$ cat config.mk
export PLATFORM = sky130hd
export DESIGN_NAME = rf_write_arbiter
export DESIGN_NICKNAME = d
export VERILOG_FILES = /design/src/rtl/rf_write_arbiter.sv
export SDC_FILE = /design/constraint.sdc
export NUM_CORES = 1
export LEC_CHECK = 0
export BUFFER_PORTS_ARGS = -buffer_cell sky130_fd_sc_hd__buf_2
export CORE_MARGIN = 2
export CORE_UTILIZATION = 26
export DETAILED_ROUTE_END_ITERATION = 6
export HOLD_SLACK_MARGIN = 0.12
export PLACE_DENSITY = 0.54
export REMOVE_ABC_BUFFERS = 1
export SETUP_SLACK_MARGIN = 0.1
export SYNTH_ARGS = -nofsm -noshare
export SYNTH_HDL_FRONTEND = slang
export SYNTH_SLANG_ARGS = --single-unit
$ cat constraint.sdc
create_clock -name clk -period 2.7 [get_ports clk]
set_input_delay 0.27 -clock clk [delete_from_list [all_inputs] [get_ports clk]]
set_output_delay 0.27 -clock clk [all_outputs]
set_load 0.1 [all_outputs]
$ cat src/rtl/rf_write_arbiter.sv
// Write-port arbiter for the 32x32 byte-enabled register file: WB has priority, MD waits in a
// one-entry holding buffer, and a pending-destination scoreboard feeds the decode stall.
module rf_write_arbiter #(
  parameter int unsigned NREG = 32,
  parameter int unsigned DW   = 32
) (
  input  logic          clk,
  input  logic          rst,
  input  logic          wb_valid,
  input  logic [4:0]    wb_dadd,
  input  logic [DW-1:0] wb_data,
  input  logic [1:0]    wb_size,
  input  logic [1:0]    wb_off,
  input  logic          md_valid,
  output logic          md_ready,
  input  logic [4:0]    md_dadd,
  input  logic [DW-1:0] md_data,
  input  logic          iss_valid,
  input  logic [4:0]    iss_dadd,
  input  logic [4:0]    chk_add1,
  input  logic [4:0]    chk_add2,
  output logic          hazard1,
  output logic          hazard2,
  output logic          rf_wen,
  output logic [4:0]    rf_dadd,
  output logic [DW-1:0] rf_data,
  output logic          rf_wen_4,
  output logic          rf_wen_3,
  output logic          rf_wen_2,
  output logic          rf_wen_1,
  output logic          misalign
);

  logic            buf_full_q, buf_full_d;
  logic [4:0]      buf_dadd_q, buf_dadd_d;
  logic [DW-1:0]   buf_data_q, buf_data_d;
  logic [NREG-1:0] pending_q, pending_d;

  logic            wen_q, wen_d;
  logic [4:0]      dadd_q, dadd_d;
  logic [DW-1:0]   data_q, data_d;
  logic [3:0]      be_q, be_d;
  logic            misalign_q, misalign_d;
  logic            md_src_q, md_src_d;

  logic            md_hs;
  logic            wb_mis;
  logic [3:0]      wb_be;
  logic [DW-1:0]   wb_lane_data;

  assign md_ready = !rst && !buf_full_q;
  assign md_hs    = md_valid && md_ready;

  // Align sub-word WB data to its lanes and decide whether the access is legal.
  always_comb begin
    wb_mis       = 1'b0;
    wb_be        = 4'b0000;
    wb_lane_data = wb_data;
    unique case (wb_size)
      2'b00: begin
        wb_lane_data = {4{wb_data[7:0]}};
        wb_be        = 4'b0001 << wb_off;
      end
      2'b01: begin
        wb_lane_data = {2{wb_data[15:0]}};
        wb_mis       = wb_off[0];
        wb_be        = wb_off[1] ? 4'b1100 : 4'b0011;
      end
      default: begin
        wb_mis = (wb_off != 2'b00);
        wb_be  = 4'b1111;
      end
    endcase
  end

  always_comb begin
    buf_full_d = buf_full_q;
    buf_dadd_d = buf_dadd_q;
    buf_data_d = buf_data_q;
    wen_d      = 1'b0;
    dadd_d     = 5'd0;
    data_d     = '0;
    be_d       = 4'b0000;
    misalign_d = 1'b0;
    md_src_d   = 1'b0;

    if (wb_valid) begin
      dadd_d     = wb_dadd;
      data_d     = wb_lane_data;
      misalign_d = wb_mis;
      wen_d      = !wb_mis && (wb_dadd != 5'd0);
      be_d       = wen_d ? wb_be : 4'b0000;
      // WB took the slot, so an MD handshake this cycle parks in the buffer.
      if (md_hs) begin
        buf_full_d = 1'b1;
        buf_dadd_d = md_dadd;
        buf_data_d = md_data;
      end
    end else if (buf_full_q) begin
      buf_full_d = 1'b0;
      dadd_d     = buf_dadd_q;
      data_d     = buf_data_q;
      wen_d      = (buf_dadd_q != 5'd0);
      be_d       = wen_d ? 4'b1111 : 4'b0000;
      md_src_d   = 1'b1;
    end else if (md_hs) begin
      dadd_d     = md_dadd;
      data_d     = md_data;
      wen_d      = (md_dadd != 5'd0);
      be_d       = wen_d ? 4'b1111 : 4'b0000;
      md_src_d   = 1'b1;
    end
  end

  // Clear lands on the same edge the register file commits; a same-edge issue wins.
  always_comb begin
    pending_d = pending_q;
    if (wen_q && md_src_q) pending_d[dadd_q] = 1'b0;
    if (iss_valid && (iss_dadd != 5'd0)) pending_d[iss_dadd] = 1'b1;
  end

  always_ff @(posedge clk) begin
    if (rst) begin
      buf_full_q <= 1'b0;
      buf_dadd_q <= 5'd0;
      buf_data_q <= '0;
      pending_q  <= '0;
      wen_q      <= 1'b0;
      dadd_q     <= 5'd0;
      data_q     <= '0;
      be_q       <= 4'b0000;
      misalign_q <= 1'b0;
      md_src_q   <= 1'b0;
    end else begin
      buf_full_q <= buf_full_d;
      buf_dadd_q <= buf_dadd_d;
      buf_data_q <= buf_data_d;
      pending_q  <= pending_d;
      wen_q      <= wen_d;
      dadd_q     <= dadd_d;
      data_q     <= data_d;
      be_q       <= be_d;
      misalign_q <= misalign_d;
      md_src_q   <= md_src_d;
    end
  end

  assign hazard1  = pending_q[chk_add1] && (chk_add1 != 5'd0);
  assign hazard2  = pending_q[chk_add2] && (chk_add2 != 5'd0);
  assign rf_wen   = wen_q;
  assign rf_dadd  = dadd_q;
  assign rf_data  = data_q;
  assign rf_wen_4 = be_q[3];
  assign rf_wen_3 = be_q[2];
  assign rf_wen_2 = be_q[1];
  assign rf_wen_1 = be_q[0];
  assign misalign = misalign_q;

endmodule

==> impl.org <==
** Setup path
- Number of buffer and inverter stages on the critical path :: 1
- Data required time of the critical path :: 2.43 ns
- Cell Chain, Critical Path :: mux4_1 > mux2i_1 > nor3b_1 > or4_1 > buf_2
- For this run, the slowest stage of the critical path takes slightly above 0.5 ns.
- The cell family contributing the most delay on the critical path is multiplexers.
- In this run the number of cells on the critical path is 5.
- Category of the worst setup path launch point :: register
- By startpoint and endpoint, the worst setup path is classified as reg2out.
- STA puts the critical path data arrival time at between 2 and 2.5 ns.
- Length in cells of the worst reg-to-reg path :: 4
- Element type at the critical path end :: output pin
- On the critical path, the stage with the largest delay is an instance of sky130_fd_sc_hd__mux4_1.
- Along the worst path, the maximum fanout reaches 3.

** Clock tree
- Post-CTS repair changed the size of 0 cells.
- Clock tree from TritonCTS :: yes
- Once the clock tree was built, the setup fixing pass inserted 0 buffers.
- Total of hold buffers inserted after clock tree synthesis :: 38
- Clk_lat worst skew :: 0.42 ns
- Counting the buffers created by CTS gives 17.
- In this run the deepest clock path goes through 2 buffers.
- After clock tree synthesis, the clock-pin slew on the worst setup and hold paths is roughly 0.060 ns.
- Clock sinks :: 114
- The cell sitting at the root of the clock tree is a sky130_fd_sc_hd__clkbuf_16.
- H-tree depth :: 4

** STA
- Layout Skew :: 0.00845 ns
- Setup violations remaining at the end of the flow were counted as 0.
- Static timing analysis puts the maximum clock frequency at slightly above 400 MHz.
- In this run the tightest slew margin relative to its limit is 0.493.
- Setup repair after global routing left no endpoint under its margin.
- Final hold viol count :: 0
- Tcrit/Tclk final :: 0.915
- Across all hold checks on the routed design, the worst slack comes to roughly 0.14 ns.
- For the pin with the worst max-slew slack, the measured transition is ~0.76 ns.
- Min cycle time layout :: 2.47 ns
- Final-report max-slew violation count :: 0
- Total negative slack :: 0 ns

** Routing
- In the routed layout, each cell is associated on average with a via count of 4.96.
- Total via count after detailed routing :: between 5000 and 6000
- Once detail routing completed, the nets flagged for antenna violations numbered 0.
- Dividing the detail-routed wire length by the instance count gives around 17 µm.
- WL final :: ~17000 µm
- Drt initial violations :: 273
- For this run, design rule violations remaining after detail routing come to 0.
- The pre-antenna-repair detailed-routing pass consisted of 6 iterations.

** Logic synthesis
- Synthesized area per cell :: 8.78 µm²
- For this run, the number of Yosys warnings is 0.
- Mapped Cells :: roughly 590
- Synthesis inferred ~110 register bits.
- For this run, the register share of the synthesized area comes to 0.439.
- Of all flip-flops after synthesis, the portion carrying an async set or reset was 0.
- Among all flip-flop cells after synthesis, the most frequent one is sky130_fd_sc_hd__dfxtp_1.
- Area of the mapped netlist :: between 5000 and 6000 µm²
- In this run, synthesis inferred 0 flip-flops with an integrated enable.
- Netlist cell types :: around 40

** Power
- Comb pwr share :: 0.160
- Switching fraction of total power :: 0.295
- Of the total power, registers draw 0.360.
- Part of the power in the clock network :: 0.479
- Across the VDD grid, the largest voltage drop is ~0.31 mV.
- Dividing total power by cell area gives a power density of around 700 nW/µm².
- Internal portion of total power :: between 3 and 4 mW
- Summed over all nets, the switching power comes to between 1 and 1.5 mW.
- In this run the static leakage power is 2.85 nW.
- Overall power after layout :: slightly below 5 mW

** Min path
- The worst hold path belongs to the class in2reg.
- Number of instances on the worst hold path :: 3

** Global route
- For this run, global-route usage on met1 was measured as 0.204.
- Via count of the first global-routing pass :: about 5000
- For this run, the total global-route usage over all layers was measured as 0.165.
- In the global route stage, met3 resource usage came out at 0.0574.
- Global-route congestion overflow total :: 0
- Entering global routing, the biggest net connects 42 pins.
- Global-route wire length before repair :: 27700 µm
- Global route hottest layer :: met2
- Met2 GRT Util :: 0.270
- The initial antenna violation count was 4.

** Placement
- Inst Count DP :: 968
- In this run the tool buffered the top-level ports with about 140 buffer cells.
- GP Congestion :: between 0.7 and 0.8
- Detailed placement finished with a half-perimeter wire length of between 10000 and 15000 µm.

** Layout
- At the end of the flow the core is filled with cells to 0.367.
- The layout has roughly 2000 filler cells.
- Leaving out fill and tap cells, the most frequent cell in the layout is sky130_fd_sc_hd__buf_2.
- In the layout the commonest cells are sky130_fd_sc_hd__buf_2 (143), sky130_fd_sc_hd__dfxtp_1 (114), sky130_fd_sc_hd__nand2_1 (113).
- Layout area overhead :: 37.8%
- Non-Filler Instances :: 1039
- Layout cells sized above 1 :: 0.269
- After the last flow step, the layout net total stands at roughly 860.

** Status
- Result of the run :: complete, no violations

** Run
- Max cap viols :: 0

** Floorplanning
- Die footprint :: roughly 21000 µm²
- Measured along the y axis, the die boundary spans 145 µm.
- For this configuration, the core starts out at a cell density of 0.266.
- Area of the core :: between 15000 and 20000 µm²
- Die X :: 145 µm
- The initialized floorplan defines just over 50 standard-cell rows.
- about 140 I/O pins were placed.
## state kept, by name (all words and copies together), names as in the netlist
name        cells
be_q            4
buf_data_q     32
rf_data        32
buf_full_q      1
misalign        1
md_src_q        1
rf_wen          1
rf_dadd         5
buf_dadd_q      5
pending_q      32
## metal layers
metal	routed length (µm)	part of all wire
met3	1480	0.086
met1	7280	0.42
met4	274	0.016
met2	8130	0.47
met5	22	0.0013
## logic make-up after synthesis
family,share of synthesized area
AOI/OAI and AO/OA,0.211
buffers and inverters,0.0399
DFF,0.439
muxes,0.132
and+or+nand+nor,0.178
## through the flow
| stage | area [µm²] | setup WS (ns) |
|---|---|---|
| finish | 7170 | 0.230 |
| global route | 7160 | 0.104 |
| CTS | 7160 | 0.192 |
| detailed placement | 6160 | 0.378 |
| global placement | 6160 | 0.366 |
| floorplan | 5000 | -1.96 |
## power by group through the flow
stage / clock network [mW] / registers [mW] / logic [mW]
floorplan: 0 / 2.10 / 0.202
global placement: 0 / 1.82 / 0.753
detailed placement: 0 / 1.82 / 0.753
CTS: 2.44 / 1.79 / 0.797
global route: 2.52 / 1.79 / 0.844
finish: 2.38 / 1.79 / 0.793
## worst reg2reg max path, delay by kind of cell, from the launching register on
family / cells / cell delay, ns
AOI/OAI and AO/OA: 3 / 0.65
and+or+nand+nor: 1 / 0.51
DFF: 1 / 0.33
## cell usage after synthesis, types with 3 or more instances
library cell,n,share of area
sky130_fd_sc_hd__a21oi_1,78,0.075
sky130_fd_sc_hd__and3b_1,3,0.0051
sky130_fd_sc_hd__nor3_1,15,0.014
sky130_fd_sc_hd__o22ai_1,24,0.029
sky130_fd_sc_hd__nand2_1,113,0.082
sky130_fd_sc_hd__a22oi_1,25,0.036
sky130_fd_sc_hd__dfxtp_1,114,0.44
sky130_fd_sc_hd__mux2i_1,31,0.060
sky130_fd_sc_hd__nand3b_1,4,0.0058
sky130_fd_sc_hd__mux4_1,4,0.020
sky130_fd_sc_hd__buf_2,9,0.0087
sky130_fd_sc_hd__o21bai_1,3,0.0043
sky130_fd_sc_hd__a221oi_1,13,0.022
sky130_fd_sc_hd__clkbuf_1,33,0.024
sky130_fd_sc_hd__nor3b_1,8,0.012
sky130_fd_sc_hd__nor2_1,18,0.013
sky130_fd_sc_hd__a32oi_1,3,0.0051
sky130_fd_sc_hd__mux4_2,11,0.048
sky130_fd_sc_hd__nand2b_1,3,0.0036
sky130_fd_sc_hd__nor2b_1,14,0.017
sky130_fd_sc_hd__or4_1,4,0.0058
sky130_fd_sc_hd__o21ai_0,32,0.031
## worst paths after layout
path                       start             end  slack, ns
hold / removal       wb_data[21]     rf_data[21]       0.14
setup reg to reg   buf_dadd_q[0]         be_q[2]       1.07
setup / recovery   pending_q[13]         hazard1       0.23
hold reg to reg   buf_data_q[30]  buf_data_q[30]       0.45
## layout make-up
class	count	area, µm²	area share
multi-input cells	430	2720	0.379
flip-flops and latches	114	2280	0.318
repair buffers	195	1200	0.168
clock buffers	19	453	0.0632
well taps	265	332	0.0463
clock inverters	13	174	0.0243
inverters	2	7.51	0.00105
diodes	1	2.50	0.000349
No activity file was read; power rests on OpenSTA's default activity.
